--- src/rtl/rr_arb_mux.sv ---
// N:1 round-robin arbitrated multiplexer with a one-entry registered output stage.
// Grant is combinational from the rr pointer and in_valid; only out_ready reaches in_ready.
module rr_arb_mux #(
    parameter int unsigned WIDTH = 32,
    parameter int unsigned N_IN  = 4,
    localparam int unsigned SEL_W = $clog2(N_IN)
) (
    input  logic                    clk,
    input  logic                    rst,
    input  logic [N_IN-1:0]         in_valid,
    input  logic [N_IN*WIDTH-1:0]   in_data,
    output logic [N_IN-1:0]         in_ready,
    output logic                    out_valid,
    output logic [WIDTH-1:0]        out_data,
    output logic [SEL_W-1:0]        out_sel,
    input  logic                    out_ready
);

    logic [WIDTH-1:0] ch_data [N_IN];

    logic             out_valid_q, out_valid_d;
    logic [WIDTH-1:0] out_data_q,  out_data_d;
    logic [SEL_W-1:0] out_sel_q,   out_sel_d;
    logic [SEL_W-1:0] last_q,      last_d;

    logic [SEL_W-1:0] scan_idx;
    logic [SEL_W-1:0] grant_idx;
    logic             grant_vld;
    logic             load_en;
    logic             xfer;

    for (genvar g = 0; g < N_IN; g++) begin : g_unpack
        assign ch_data[g] = in_data[g*WIDTH +: WIDTH];
    end

    // Scan from the channel after the last winner, wrapping; first valid channel wins.
    always_comb begin
        grant_vld = 1'b0;
        grant_idx = '0;
        scan_idx  = '0;
        for (int unsigned k = 1; k <= N_IN; k++) begin
            scan_idx = SEL_W'((32'(last_q) + k) % N_IN);
            if (!grant_vld && in_valid[scan_idx]) begin
                grant_vld = 1'b1;
                grant_idx = scan_idx;
            end
        end
    end

    assign load_en = !out_valid_q || out_ready;
    assign xfer    = load_en && grant_vld && !rst;

    always_comb begin
        in_ready = '0;
        if (xfer) begin
            in_ready[grant_idx] = 1'b1;
        end
    end

    // Load on transfer, otherwise drain; data and tag hold after drain.
    always_comb begin
        out_valid_d = out_valid_q;
        out_data_d  = out_data_q;
        out_sel_d   = out_sel_q;
        last_d      = last_q;
        if (xfer) begin
            out_valid_d = 1'b1;
            out_data_d  = ch_data[grant_idx];
            out_sel_d   = grant_idx;
            last_d      = grant_idx;
        end else if (out_ready) begin
            out_valid_d = 1'b0;
        end
    end

    always_ff @(posedge clk) begin
        if (rst) begin
            out_valid_q <= 1'b0;
            out_data_q  <= '0;
            out_sel_q   <= '0;
            last_q      <= SEL_W'(N_IN - 1);
        end else begin
            out_valid_q <= out_valid_d;
            out_data_q  <= out_data_d;
            out_sel_q   <= out_sel_d;
            last_q      <= last_d;
        end
    end

    assign out_valid = out_valid_q;
    assign out_data  = out_data_q;
    assign out_sel   = out_sel_q;

endmodule

--- config.mk ---
export PLATFORM = sky130hd
export DESIGN_NAME = rr_arb_mux
export DESIGN_NICKNAME = d
export VERILOG_FILES = /design/src/rtl/rr_arb_mux.sv
export SDC_FILE = /design/constraint.sdc
export NUM_CORES = 1
export LEC_CHECK = 0
export BUFFER_PORTS_ARGS = -buffer_cell sky130_fd_sc_hd__buf_2
export CORE_MARGIN = 1.5
export CORE_UTILIZATION = 27
export DETAILED_ROUTE_END_ITERATION = 10
export SYNTH_ARGS = -nofsm -noshare
export SYNTH_HDL_FRONTEND = slang
export SYNTH_SLANG_ARGS = --single-unit
--- constraint.sdc ---
create_clock -name clk -period 2.1 [get_ports clk]
set_input_delay 0.42 -clock clk [delete_from_list [all_inputs] [get_ports clk]]
set_output_delay 0.42 -clock clk [all_outputs]
set_load 0.01 [all_outputs]
# After elaboration in Yosys (flattened, before gate mapping)
# Index checks and enable logic that the tools add are counted.
# totals
elab_cells	53
register_bits	37
input_bits	135
out_inout_bits	39
# classes
bitwise_logic	1
n_lt_le_gt_ge	7
addsub	4
reduce_logical	13
muxes	24
# ops
operator	count
32-bit binary-select mux with 2-bit select	1
32-bit 2-to-1 mux	2
2-bit by 3-bit < comparator with 1-bit output, second input constant	5
1-bit 2-to-1 mux	11
1-bit binary-select mux with 2-bit select	4
2-bit 2-to-1 mux	4
1-bit logical AND	6
1-bit zero test	5
2-bit by 1-bit adder with 2-bit output, second input constant	2
2-bit adder, second input constant	2
4-bit 2-to-1 mux	1
3-bit >= comparator, second input constant	1
2-bit inverter with 3-bit output	1
1-bit demux with 2-bit select	1
2-bit by 1-bit >= comparator with 1-bit output, second input constant	1
2-bit nonzero test	1
1-bit logical OR	1

# Depth between registers and ports, before layout
# depth
depth_word	18
mapped_depth	8
depth_no_buf	5

# Least setup slack after synthesis
# OpenSTA, ideal clock, no wires.
# synth_timing
kind	input -> output
from	input in_valid[3]
to	output in_ready[0]
n_path_buf	2
arrival_time_ns	1.479
setup_slack_ns	0.201
cell_stages	7
required_ns	1.680
path_cell_list	or4_4 nand2_2 nor2_1 nand2b_2 buf_6 buf_8 nor2_1
# synth_between
elab_chain_cells	17
# synth_lines
item	line	source
start: declaration	10	input logic [N_IN-1:0] in_valid,
1-bit binary-select mux with 2-bit select	43	if (!grant_vld && in_valid[scan_idx]) begin
1-bit 2-to-1 mux (implied by the code)	43	
1-bit 2-to-1 mux	43	
1-bit zero test	43	
1-bit logical AND	43	
1-bit 2-to-1 mux	43	
1-bit zero test	43	
1-bit logical AND	43	
1-bit 2-to-1 mux	43	
1-bit zero test	43	
1-bit logical AND	43	
2-bit 2-to-1 mux	43	
2-bit by 3-bit < comparator with 1-bit output (implied by the code) or 2-bit by 1-bit >= comparator with 1-bit output (tied branches)	56	in_ready[grant_idx] = 1'b1;
1-bit logical AND (implied by the code)	56	
1-bit 2-to-1 mux (implied by the code)	56	
1-bit demux with 2-bit select	56	
4-bit 2-to-1 mux *	55	if (xfer) begin
end: declaration	12	output logic [N_IN-1:0] in_ready,
# Mark *: on every way between the ends. The rest lies on a longest branch, timed or not. The select of a mux whose other input is x is not followed.

# Worst setup path in the final report
# layout_timing
from	register last_q[0]
to	output in_ready[3]
# layout_between
elab_chain_cells	18
# layout_lines
item	line	source
start: declaration	24	logic [SEL_W-1:0] last_q, last_d;
start signal: assignment	81	last_q <= SEL_W'(N_IN - 1);
start signal: assignment	86	last_q <= last_d;
2-bit by 1-bit adder with 2-bit output	42	scan_idx = SEL_W'((32'(last_q) + k) % N_IN);
1-bit binary-select mux with 2-bit select	43	
1-bit 2-to-1 mux (implied by the code)	43	
1-bit 2-to-1 mux	43	
1-bit zero test	43	
1-bit logical AND	43	
1-bit 2-to-1 mux	43	
1-bit zero test	43	
[2 not listed]	--	
1-bit zero test	43	
1-bit logical AND	43	
2-bit 2-to-1 mux	43	
2-bit by 3-bit < comparator with 1-bit output (implied by the code) or 2-bit by 1-bit >= comparator with 1-bit output (tied branches)	56	
1-bit logical AND (implied by the code)	56	
1-bit 2-to-1 mux (implied by the code)	56	
1-bit demux with 2-bit select	56	
4-bit 2-to-1 mux *	55	
# Marked as above.

==> reports/qor.yml <==
outcome: "completed"
min_to: "last_q[0]"
start_kind: "register"
final_net_count: 630
path_clk_slew_ns: 0.07
finalInstanceArea_mm2: 0.003926
yosysWarnings: 0
grt_max_degree: 33
max_slew_margin_pct: 28.81
whs_path_depth: 3
grt_pass1_vias: 3003
setup_viol: 0
path_max_fanout: 4
rows: 36
post-cts-setup-buffers: 0
h-tree-depth: 2
hold_start: "rst"
grt_pass1_wl_um: 13640
synth-seq-cells: 37
avgSynthCellArea_um2: 8.334
syn_area_mm2: 0.002750
antenna_found_initial: 0
min_path_type: "in -> reg"
worstMarginPinSlew_ns: 1.064
die_x_um: 103.9
grt_use_total_pct: 15.00
coreArea_mm2: 0.009819
clkPwrFrac_pct: 22.5
seq_power_share_pct: 37.8
cp.required_ns: 1.68
cellPowerDensity_mw_per_mm2: 576.0
r2r_cells: 5
drt_iter0_markers: 54
numCtsBuffers: 5
net-switching-power_w: 0.0007544
postRouteAntennaNets: 0
die_area_mm2: 0.01080
rrSetupSlack_ns: 0.11
start_util_pct: 28.01
synth-edff-count: 0
wl_per_cell_um: 12.95
grt-ovfl-total: 0
fin_tns_setup_ns: 0
io_pins: 174
crit_start: "last_q[0]"
postPlaceCellArea_mm2: 0.003831
leakagePower_nw: 2.050
r2r_end: "out_data[15]"
ys_seq_area_share_pct: 26.93
fill_cells: 1058
r2r-start: "last_q[0]"
ir_drop_mv: 0.2188
synth_cell_type_count: 35
clock_sinks: 37
seq_area_um2: 740.7
pwr-share-comb_pct: 39.7
fmax_mhz: 492.0
clockBufferDepth: 2
drv_cap: 0
die_h_um: 103.9
fin_util_pct: 39.98
cp-end-kind: "output port"
drt_wl_total_um: 8131
syn_to_final_growth_pct: 42.77
dp_hpwl_um: 6401
drive_gt1_share_pct: 48.28
place.gp.congestion: 0.7549
first_pass_iters: 4
cts_tree: "done"
ys.flop_type: "dfxtp_1"
clkLatencyLatePin_ns: 0.28
period_share_pct: 96.79
cts-root-buf: "clkbuf_8"
vias: 3005
vias_per_cell: 4.785
antennaDiodeCount: 0
synth_nets: 465
ctsHoldBuffers: 0
multi_input_area_mm2: 0.001728
io_buffers: 173
critical_path_class: "reg -> out"
slew_viol_final: 0
critPathArrivalTime_ns: 1.61
finClkSkew_ns: 0.004641
rsz0062_at_grt: "yes"
fin_crit_ns: 2.033
hold_viol: 0
drc: 0
postSynthCellCount: 330
netSwitchingFraction_pct: 33.36
p_int_w: 0.001507
synth-async-reset-ratio_pct: 0
==> cells in the final DEF (no fill, tap or decap), drive strengths merged <==
cell / count
a211oi: 1
and4: 30
or4: 1
inv: 31
mux2i: 34
nand2b: 4
a21o: 1
and2: 1
o22ai: 1
a21oi: 2
and3: 2
nor3: 1
o221ai: 2
dfxtp: 37
nand3: 2
o21ai: 33
nor2: 13
nor2b: 2
nand2: 37
o31a: 1
o211ai: 30
clkbuf: 7
buf: 191
a31oi: 31
==> timing repair <==
item                                    4_1_cts  5_1_grt
cloned                                        0        0
endpoints found under the setup margin       10       34
pin swaps                                     1        0
resized for setup                             1        2
==> cell usage after synthesis, types with 2 or more instances <==
master	number	share of area (%)
nand2b_1	3	0.68
clkbuf_1	21	2.9
mux2i_1	34	12
a31oi_1	31	7.1
buf_8	2	1.1
nor2_1	12	1.6
o21ai_1	2	0.36
nand2_1	36	4.9
a21oi_1	2	0.36
and4_1	30	9.6
o221ai_1	2	0.64
buf_6	6	2.5
o21ai_0	30	5.5
nand3_1	2	0.36
o211ai_2	29	13
dfxtp_1	37	27
buf_2	3	0.55
inv_1	31	4.2
==> how the worst max path moves through the flow <==
stage              endpoint  slack [ns]  depth (start not counted)
2_1_floorplan   in_ready[0]        0.20                          7
3_3_place_gp   out_data[14]       -0.06                          6
3_5_place_dp   out_data[23]       -0.15                          6
4_1_cts         in_ready[3]        0.03                          6
5_1_grt        out_data[12]       -0.11                          5
6_report        in_ready[3]        0.07                          6
==> per-stage QoR <==
stage	hold WS [ns]	std cells	setup slack, ns	power, W
final	0.3606	628	0.06740	0.002261
after global routing	0.3846	628	-0.1123	0.002427
after CTS	0.3448	628	0.03413	0.002308
after detailed placement	0.4549	621	-0.1461	0.001778
after global placement	0.4481	621	-0.05761	0.001763
after floorplan	0.4745	330	0.2007	0.001428
==> routing by layer <==
layer | global-route usage [%] | vias to the layer above | share of wire [%]
li1 | - | 1539 | -
met1 | 18.46 | 1371 | 44
met2 | 27.01 | 90 | 50
met3 | 3.195 | 5 | 5.3
met4 | 2.679 | 0 | 0.47
met5 | 0 | - | 0
==> cells by family (layout without fill, tap and decap cells) <==
kind of cell / Yosys count / count (layout) / share of synthesized area [%]
flip-flops: 37 / 37 / 26.93
multiplexers: 34 / 34 / 12.38
buffers and inverters: 64 / 229 / 11.46
AO/OA/AOI/OAI: 102 / 102 / 29.03
AND/OR/NAND/NOR: 93 / 93 / 20.20
==> layout make-up <==
type                            count  area share (%)
Clock buffer                        7           2.199
Inverter                           31           2.964
Timing Repair Buffer              191           27.72
Multi-Input combinational cell    229           44.01
Tap cell                          133           4.238
Sequential cell                    37           18.87
==> power groups by stage <==
stage / clock [W] / sequential, W / combinational, W
final: 0.000509 / 0.000855 / 0.000897
after global routing: 0.000569 / 0.000867 / 0.000990
after CTS: 0.000543 / 0.000856 / 0.000909
after detailed placement: 0 / 0.000871 / 0.000907
after global placement: 0 / 0.000870 / 0.000892
after floorplan: 0 / 0.000917 / 0.000511
==> registers in the layout, summed over array words and instances (netlist names) <==
signal and count:
out_sel 2, out_data 32, last_q 2, out_valid 1
==> worst max-delay path: stages, from the launching register on <==
cell and delay [ns]:
dfxtp_1 0.40, nand2b_1 0.17, o22ai_2 0.11, a21oi_1 0.24
nand2_1 0.16, nor2_1 0.11, buf_2 0.14
(Power assumes the default switching activity.)
